$ cat config.mk
export PLATFORM = sky130hd
export DESIGN_NAME = pipe_slip_encoder
export DESIGN_NICKNAME = d
export VERILOG_FILES = /design/src/rtl/slip_pkg.sv /design/src/rtl/pipe_slip_out_reg.sv /design/src/rtl/pipe_slip_encoder.sv
export SDC_FILE = /design/constraint.sdc
export NUM_CORES = 1
export LEC_CHECK = 0
export CAP_MARGIN = 5
export CORE_UTILIZATION = 25
export DETAILED_ROUTE_END_ITERATION = 6
export PLACE_DENSITY = 0.52
export SLEW_MARGIN = 20
export SYNTH_ARGS = -nofsm -noshare
export SYNTH_HDL_FRONTEND = slang
export SYNTH_SLANG_ARGS = --single-unit
$ cat constraint.sdc
create_clock -name clk_48mhz -period 4.45 [get_ports clk_48mhz]
set_input_delay 1.335 -clock clk_48mhz [delete_from_list [all_inputs] [get_ports clk_48mhz]]
set_output_delay 1.335 -clock clk_48mhz [all_outputs]
set_load 0.005 [all_outputs]
$ cat src/rtl/slip_pkg.sv
// rtl/slip_pkg.sv - shared SLIP constants, encoder states and helpers (S_LEAD present only with SLIP_LEAD_END_EN)
package slip_pkg;

    localparam logic [7:0] SLIP_END     = 8'hC0;
    localparam logic [7:0] SLIP_ESC     = 8'hDB;
    localparam logic [7:0] SLIP_ESC_END = 8'hDC;
    localparam logic [7:0] SLIP_ESC_ESC = 8'hDD;

    typedef enum logic [1:0] {
        S_PASS = 2'd0,
        S_ESC2 = 2'd1,
`ifdef SLIP_LEAD_END_EN
        S_TAIL = 2'd2,
        S_LEAD = 2'd3
`else
        S_TAIL = 2'd2
`endif
    } slip_state_e;

    // A byte needs the two-byte escaped form when it collides with END or ESC.
    function automatic logic slip_is_special(input logic [7:0] b,
                                             input logic [7:0] end_c,
                                             input logic [7:0] esc_c);
        return (b == end_c) || (b == esc_c);
    endfunction

endpackage

$ cat src/rtl/pipe_slip_out_reg.sv
// rtl/pipe_slip_out_reg.sv - single output register stage with hold while stalled
module pipe_slip_out_reg (
    input  logic       clk_i,
    input  logic       resetn_i,
    input  logic       load_i,
    input  logic [7:0] load_data_i,
    input  logic       out_ready_i,
    output logic       adv_o,
    output logic [7:0] out_data_o,
    output logic       out_valid_o
);

    logic [7:0] data_q, data_d;
    logic       valid_q, valid_d;

    // The stage may take a new byte when empty or when its byte leaves this cycle.
    assign adv_o       = !valid_q || out_ready_i;
    assign out_data_o  = data_q;
    assign out_valid_o = valid_q;

    // Next-state: hold everything while stalled; otherwise load or go empty.
    always_comb begin
        data_d  = data_q;
        valid_d = valid_q;
        if (adv_o) begin
            valid_d = load_i;
            if (load_i) begin
                data_d = load_data_i;
            end
        end
    end

    // Register update with synchronous active-low reset.
    always_ff @(posedge clk_i) begin
        if (!resetn_i) begin
            data_q  <= 8'h00;
            valid_q <= 1'b0;
        end else begin
            data_q  <= data_d;
            valid_q <= valid_d;
        end
    end

endmodule

$ cat src/rtl/pipe_slip_encoder.sv
// rtl/pipe_slip_encoder.sv - SLIP frame encoder, optional leading END under SLIP_LEAD_END_EN
module pipe_slip_encoder
    import slip_pkg::*;
#(
    parameter logic [7:0] END_CHAR = SLIP_END,
    parameter logic [7:0] ESC_CHAR = SLIP_ESC,
    parameter logic [7:0] ESC_END  = SLIP_ESC_END,
    parameter logic [7:0] ESC_ESC  = SLIP_ESC_ESC
) (
    input  logic        clk_48mhz,
    input  logic        reset,
    input  logic [7:0]  in_data,
    input  logic        in_start,
    input  logic        in_stop,
    input  logic        in_valid,
    output logic        in_ready,
    output logic [7:0]  out_data,
    output logic        out_valid,
    input  logic        out_ready,
    output logic [15:0] pkt_count
);

    slip_state_e state_q, state_d;
    logic [7:0]  held_q, held_d;
    logic        stop_q, stop_d;
    logic        tail_q, tail_d;
    logic [15:0] pkt_count_q, pkt_count_d;
    logic        adv;
    logic        load;
    logic [7:0]  load_data;
    logic        accept;

`ifndef SLIP_LEAD_END_EN
    logic unused_start;
    assign unused_start = in_start;
`endif

    assign in_ready  = reset && (state_q == S_PASS) && adv;
    assign accept    = in_valid && in_ready;
    assign pkt_count = pkt_count_q;

    pipe_slip_out_reg u_out_reg (
        .clk_i       (clk_48mhz),
        .resetn_i    (reset),
        .load_i      (load),
        .load_data_i (load_data),
        .out_ready_i (out_ready),
        .adv_o       (adv),
        .out_data_o  (out_data),
        .out_valid_o (out_valid)
    );

    // Next-state: pick the byte to load into the output stage and the follow-on state.
    always_comb begin
        state_d     = state_q;
        held_d      = held_q;
        stop_d      = stop_q;
        tail_d      = tail_q;
        load        = 1'b0;
        load_data   = 8'h00;
        pkt_count_d = pkt_count_q;

        if (out_valid && out_ready && tail_q) begin
            pkt_count_d = pkt_count_q + 16'd1;
        end
        if (adv) begin
            tail_d = (state_q == S_TAIL);
        end

        case (state_q)
            S_PASS: begin
                if (accept) begin
                    held_d = in_data;
                    stop_d = in_stop;
                    load   = 1'b1;
`ifdef SLIP_LEAD_END_EN
                    if (in_start) begin
                        load_data = END_CHAR;
                        state_d   = S_LEAD;
                    end else
`endif
                    if (slip_is_special(in_data, END_CHAR, ESC_CHAR)) begin
                        load_data = ESC_CHAR;
                        state_d   = S_ESC2;
                    end else begin
                        load_data = in_data;
                        state_d   = in_stop ? S_TAIL : S_PASS;
                    end
                end
            end
`ifdef SLIP_LEAD_END_EN
            S_LEAD: begin
                if (adv) begin
                    load = 1'b1;
                    if (slip_is_special(held_q, END_CHAR, ESC_CHAR)) begin
                        load_data = ESC_CHAR;
                        state_d   = S_ESC2;
                    end else begin
                        load_data = held_q;
                        state_d   = stop_q ? S_TAIL : S_PASS;
                    end
                end
            end
`endif
            S_ESC2: begin
                if (adv) begin
                    load      = 1'b1;
                    load_data = (held_q == END_CHAR) ? ESC_END : ESC_ESC;
                    state_d   = stop_q ? S_TAIL : S_PASS;
                end
            end
            S_TAIL: begin
                if (adv) begin
                    load      = 1'b1;
                    load_data = END_CHAR;
                    state_d   = S_PASS;
                end
            end
            default: begin
                state_d = S_PASS;
            end
        endcase
    end

    // State, held byte/flags and packet counter; reset drops any pending escape or tail.
    always_ff @(posedge clk_48mhz) begin
        if (!reset) begin
            state_q     <= S_PASS;
            held_q      <= 8'h00;
            stop_q      <= 1'b0;
            tail_q      <= 1'b0;
            pkt_count_q <= 16'h0000;
        end else begin
            state_q     <= state_d;
            held_q      <= held_d;
            stop_q      <= stop_d;
            tail_q      <= tail_d;
            pkt_count_q <= pkt_count_d;
        end
    end

endmodule

; ---- Word level (Yosys, flattened, before mapping)
; Index checks and enable logic that the tools add are counted.
; Widths: inputs -> output; s select.
[op_classes]
n_addsub = 1
n_reduce_logical = 13
muxes = 14
eq_ne = 8
[op_table]
columns = operator, n
row1 = $eq 8x8->1 const B, 3
row2 = $pmux 8 s3, 1
row3 = $add 16x1->16 const B, 1
row4 = $mux 8, 2
row5 = $mux 2, 6
row6 = $ne 2x2->1 const B, 3
row7 = $pmux 2 s3, 1
row8 = $logic_and 1x1->1, 5
row9 = $reduce_and 2->1, 2
row10 = $mux 1, 3
row11 = $reduce_and 3->1, 1
row12 = $eq 2x1->1 const B, 1
row13 = $eq 2x2->1 const B, 1
row14 = $logic_not 2->1, 1
row15 = $logic_or 1x1->1, 2
row16 = $pmux 1 s2, 1
row17 = $reduce_or 2->1, 1
row18 = $logic_not 1->1, 1
[word_totals]
inputBits = 14
elab_cells = 43
out_inout_bits = 26
register_bits = 37

; ---- Depth between registers and ports, before layout
[depth]
word_depth = 7
depth_mapped = 7
ltp_nobuf = 6

; ---- By module
; Synthesis repeated with hierarchy kept, for this count alone.
[unflattened]
hier_cells = 209
hier_area_um2 = 1757.9
[modules_own_cells]
columns = mod, seq_area_each_um2, instances, area_per_inst_um2, cells_each
row1 = pipe_slip_encoder, 560.5, 1, 1382.6, 169
row2 = pipe_slip_out_reg, 180.2, 1, 375.4, 40

; ---- Worst setup path after synthesis
; OpenSTA, ideal clock, no wires.
[synth_timing]
path_kind = input port to output port
start = in reset
end = out in_ready
arrival_ns = 2.020
path_stages = 3
t_required_ns = 3.115
setup_slack_ns = 1.095
path_buffers = 2
cell_sequence = clkbuf_1 -> clkbuf_1 -> and3_1
[synth_between]
elab_chain_len = 2
[synth_rtl]
columns = item, line
row1 = start: declaration, pipe_slip_encoder.sv:11  ; input logic reset,
row2 = $logic_and 1x1->1 (2 in a row), pipe_slip_encoder.sv:38  ; assign in_ready = reset && (state_q == S_PASS) && adv;
row3 = end: declaration, pipe_slip_encoder.sv:16  ; output logic in_ready,
; Every way passes these cells.

; ---- Final worst setup path
[layout_timing]
start = in out_ready
end = out in_ready
[layout_between]
elab_chain_len = 2
[layout_rtl]
columns = item, line
row1 = start: declaration, pipe_slip_encoder.sv:19  ; input logic out_ready,
row2 = $logic_or 1x1->1, pipe_slip_out_reg.sv:17  ; assign adv_o = !valid_q || out_ready_i;
row3 = $logic_and 1x1->1, pipe_slip_encoder.sv:38
; Every way passes these cells.

==> results.sh <==
export IMPL_status="complete, no violations"
export IMPL_syn_area_um2=1770
export IMPL_busiest_layer="met2"
export IMPL_power_switching_mw=0.222
export IMPL_power_frac_comb_pct=21.6
export IMPL_drtIter0Drc=46
export IMPL_finalCritPeriodShare_pct=91.6
export IMPL_totalWireLength_um=4130
export IMPL_synthDistinctLibCells=39
export IMPL_synth_top_area_share_pct=42.0
export IMPL_cts_buffers=5
export IMPL_drive_gt1_share_pct=7.69
export IMPL_grt_max_degree=45
export IMPL_boundaryPins=40
export IMPL_grt_use_met2_pct=19.1
export IMPL_peakVddDrop_v=0.0000942
export IMPL_cts_resized=0
export IMPL_clock_latency_ps=290
export IMPL_met1_usage_pct=15.6
export IMPL_min_path_type="reg -> reg"
export IMPL_p_int_mw=0.555
export IMPL_clkSinkCount=37
export IMPL_min_period_ps=4070
export IMPL_die_w_um=86.0
export IMPL_cts_hold_buf=0
export IMPL_hold_viol_final=0
export IMPL_sw_frac_of_total_pct=28.6
export IMPL_place_congestion=0.744
export IMPL_drc=0
export IMPL_crit_required_ps=3120
export IMPL_layout_common_cells="clkdlybuf4s50_1 (38), dfxtp_1 (37), nand2_1 (30)"
export IMPL_whs_path_depth=2
export IMPL_initial_utilization_pct=26.0
export IMPL_fin_skew_ps=7.05
export IMPL_rsz0062_at_grt="false"
export IMPL_clk_pin_slew_ps=70
export IMPL_yosys_area_top_type="dfxtp_1"
export IMPL_viasPerCell=4.42
export IMPL_ys_seq_area_share_pct=42.0
export IMPL_h_tree_depth=2
export IMPL_max_slew_margin_rel_pct=65.9
export IMPL_grt_overflow_total=0
export IMPL_cts_tree="done"
export IMPL_diodes=0
export IMPL_finalMaxSlewViolations=0
export IMPL_max_stage_delay_ps=440
export IMPL_crit_type="in -> out"
export IMPL_grt_pass1_wl_um=7000
export IMPL_core_um2=6790
export IMPL_end_kind="output port"
export IMPL_cts_path_max_buffers=2
export IMPL_startpoint_type="primary input"
export IMPL_post_cts_buffers=0
export IMPL_p_per_area_nw_per_um2=331
export IMPL_yosys_warnings=0
export IMPL_dieHeight_um=86.0
export IMPL_cp_cell_sequence="clkdlybuf4s50_1 -> or2b_2 -> and3_1 -> clkdlybuf4s50_1"
export IMPL_drtAntennaViolNets=0
export IMPL_crit_fanout=4
export IMPL_dp_hpwl_um=2960
export IMPL_arrival_ps=2740
export IMPL_cp_common_cell="clkdlybuf4s50_1"
export IMPL_reg2reg_depth=5
export IMPL_nets=265
export IMPL_grtUsageMet3_pct=3.37
export IMPL_numPortBuffers=38
export IMPL_pwr_share_seq_pct=49.2
export IMPL_maxCapViolations=0
export IMPL_clockRootBuffer="clkbuf_8"
export IMPL_max_slew_worst_pin_slew_ps=511
export IMPL_layout_commonest_cell="clkdlybuf4s50_1"
export IMPL_synth_fp_nets=224
export IMPL_grt_pass1_vias=1457
export IMPL_synth_area_leaders="dfxtp_1 (42%), nand2_1 (6.4%), a21boi_0 (4.7%)"
export IMPL_die_area_um2=7400
export IMPL_syn_inst=205
export IMPL_num_rows=30
export IMPL_wl_per_cell_um=12.0
export IMPL_vias=1517
export IMPL_dr_pass1_iters=4
export IMPL_grt_use_total_pct=12.1
export IMPL_finalSetupViolCount=0
export IMPL_avgSynthCellArea_um2=8.61
export IMPL_clockPowerShare_pct=29.3
export IMPL_final_setup_tns_ps=0
export IMPL_max_freq_ghz=0.245
export IMPL_slowest_stage="clkdlybuf4s50_1"
export IMPL_fill_cells=717
export IMPL_p_leak_nw=0.835
export IMPL_syn_to_final_growth_pct=33.0
export IMPL_synth_seq_cells=37
export IMPL_hold_slack_ps=462
export IMPL_antenna_found_initial=0
[logic make-up after synthesis]
logic type,Yosys count,share of synthesized area [%]
mux,4,2.27
fa+ha+maj,5,3.54
flops,37,42.0
compound gates,45,15.6
simple gates,91,29.5
xor+xnor,8,3.97
buf+inv,15,3.19
[routing by layer]
metal	share of wire [%]	wire (um)	up-vias
li1	-	-	807
met1	50	2070	684
met2	45	1860	21
met3	3.4	139	5
met4	1.5	61	0
met5	0	0	-
[synth_stat cells]
cell,number
dfxtp_1,37
nand2_1,30
o21ai_0,15
a21boi_0,11
a21oi_1,10
nand3_1,10
and2_1,8
clkbuf_1,8
inv_1,7
nor3_1,7
or3_1,7
xnor2_1,6
ha_1,5
mux2i_1,4
nand4_1,4
a31oi_1,3
and3_1,3
nand2b_1,3
a21boi_1,2
a2bb2oi_1,2
nor2b_1,2
nor4_1,2
nor4b_1,2
xor2_1,2
and2b_2,1
and4_1,1
and4_2,1
and4bb_2,1
nand3b_1,1
nand4_4,1
nor2_1,1
nor3b_1,1
o21a_1,1
o32ai_1,1
or2b_2,1
or3_2,1
or4_1,1
or4_2,1
or4_4,1
[registers in the layout (all words and copies together) (netlist names)]
name,flops
held_q,8
pkt_count,16
state_q,2
stop_q,1
tail_q,1
u_out_reg.out_data_o,8
u_out_reg.out_valid_o,1
[worst max-delay path: cells and delay by family]
kind          cells  cell delay [ps]
simple gates      2              530
buf+inv           2              870
[area by class of cell]
class	instances	area, um2	share of cell area [%]
clock buffers	6	72.6	3.09
multi-input cells	153	968	41.2
well taps	96	120	5.11
repair buffers	42	410	17.5
flip-flops and latches	37	741	31.5
inverters	7	26.3	1.12
clock inverters	2	10.0	0.426
[through the flow]
stage / power [mW] / worst slack [ps] / cell area [um2] / std cells / utilization, %
6_report: 0.778 / 376 / 2350 / 343 / 34.6
3_3_place_gp: 0.560 / 376 / 2270 / 335 / 33.4
3_5_place_dp: 0.559 / 366 / 2270 / 335 / 33.4
4_1_cts: 0.792 / 366 / 2350 / 343 / 34.6
5_1_grt: 0.826 / 325 / 2350 / 343 / 34.6
2_1_floorplan: 0.474 / 1090 / 1770 / 205 / -
[power groups by stage]
stage	Sequential [mW]	Clock, mW	Combinational (mW)
finish	0.382	0.228	0.168
global route	0.388	0.251	0.188
CTS	0.383	0.239	0.171
detailed placement	0.390	0	0.169
global placement	0.390	0	0.170
floorplan	0.388	0	0.0862
[path summary, 6_finish.rpt]
kind | start | endpoint | slack [ps]
max reg2reg | state_q[0] | u_out_reg.out_data_o[1] | 2510
max | out_ready | in_ready | 380
min | held_q[7] | held_q[7] | 460
min reg2reg | held_q[7] | held_q[7] | 460
No activity file was read; power rests on OpenSTA's default activity.
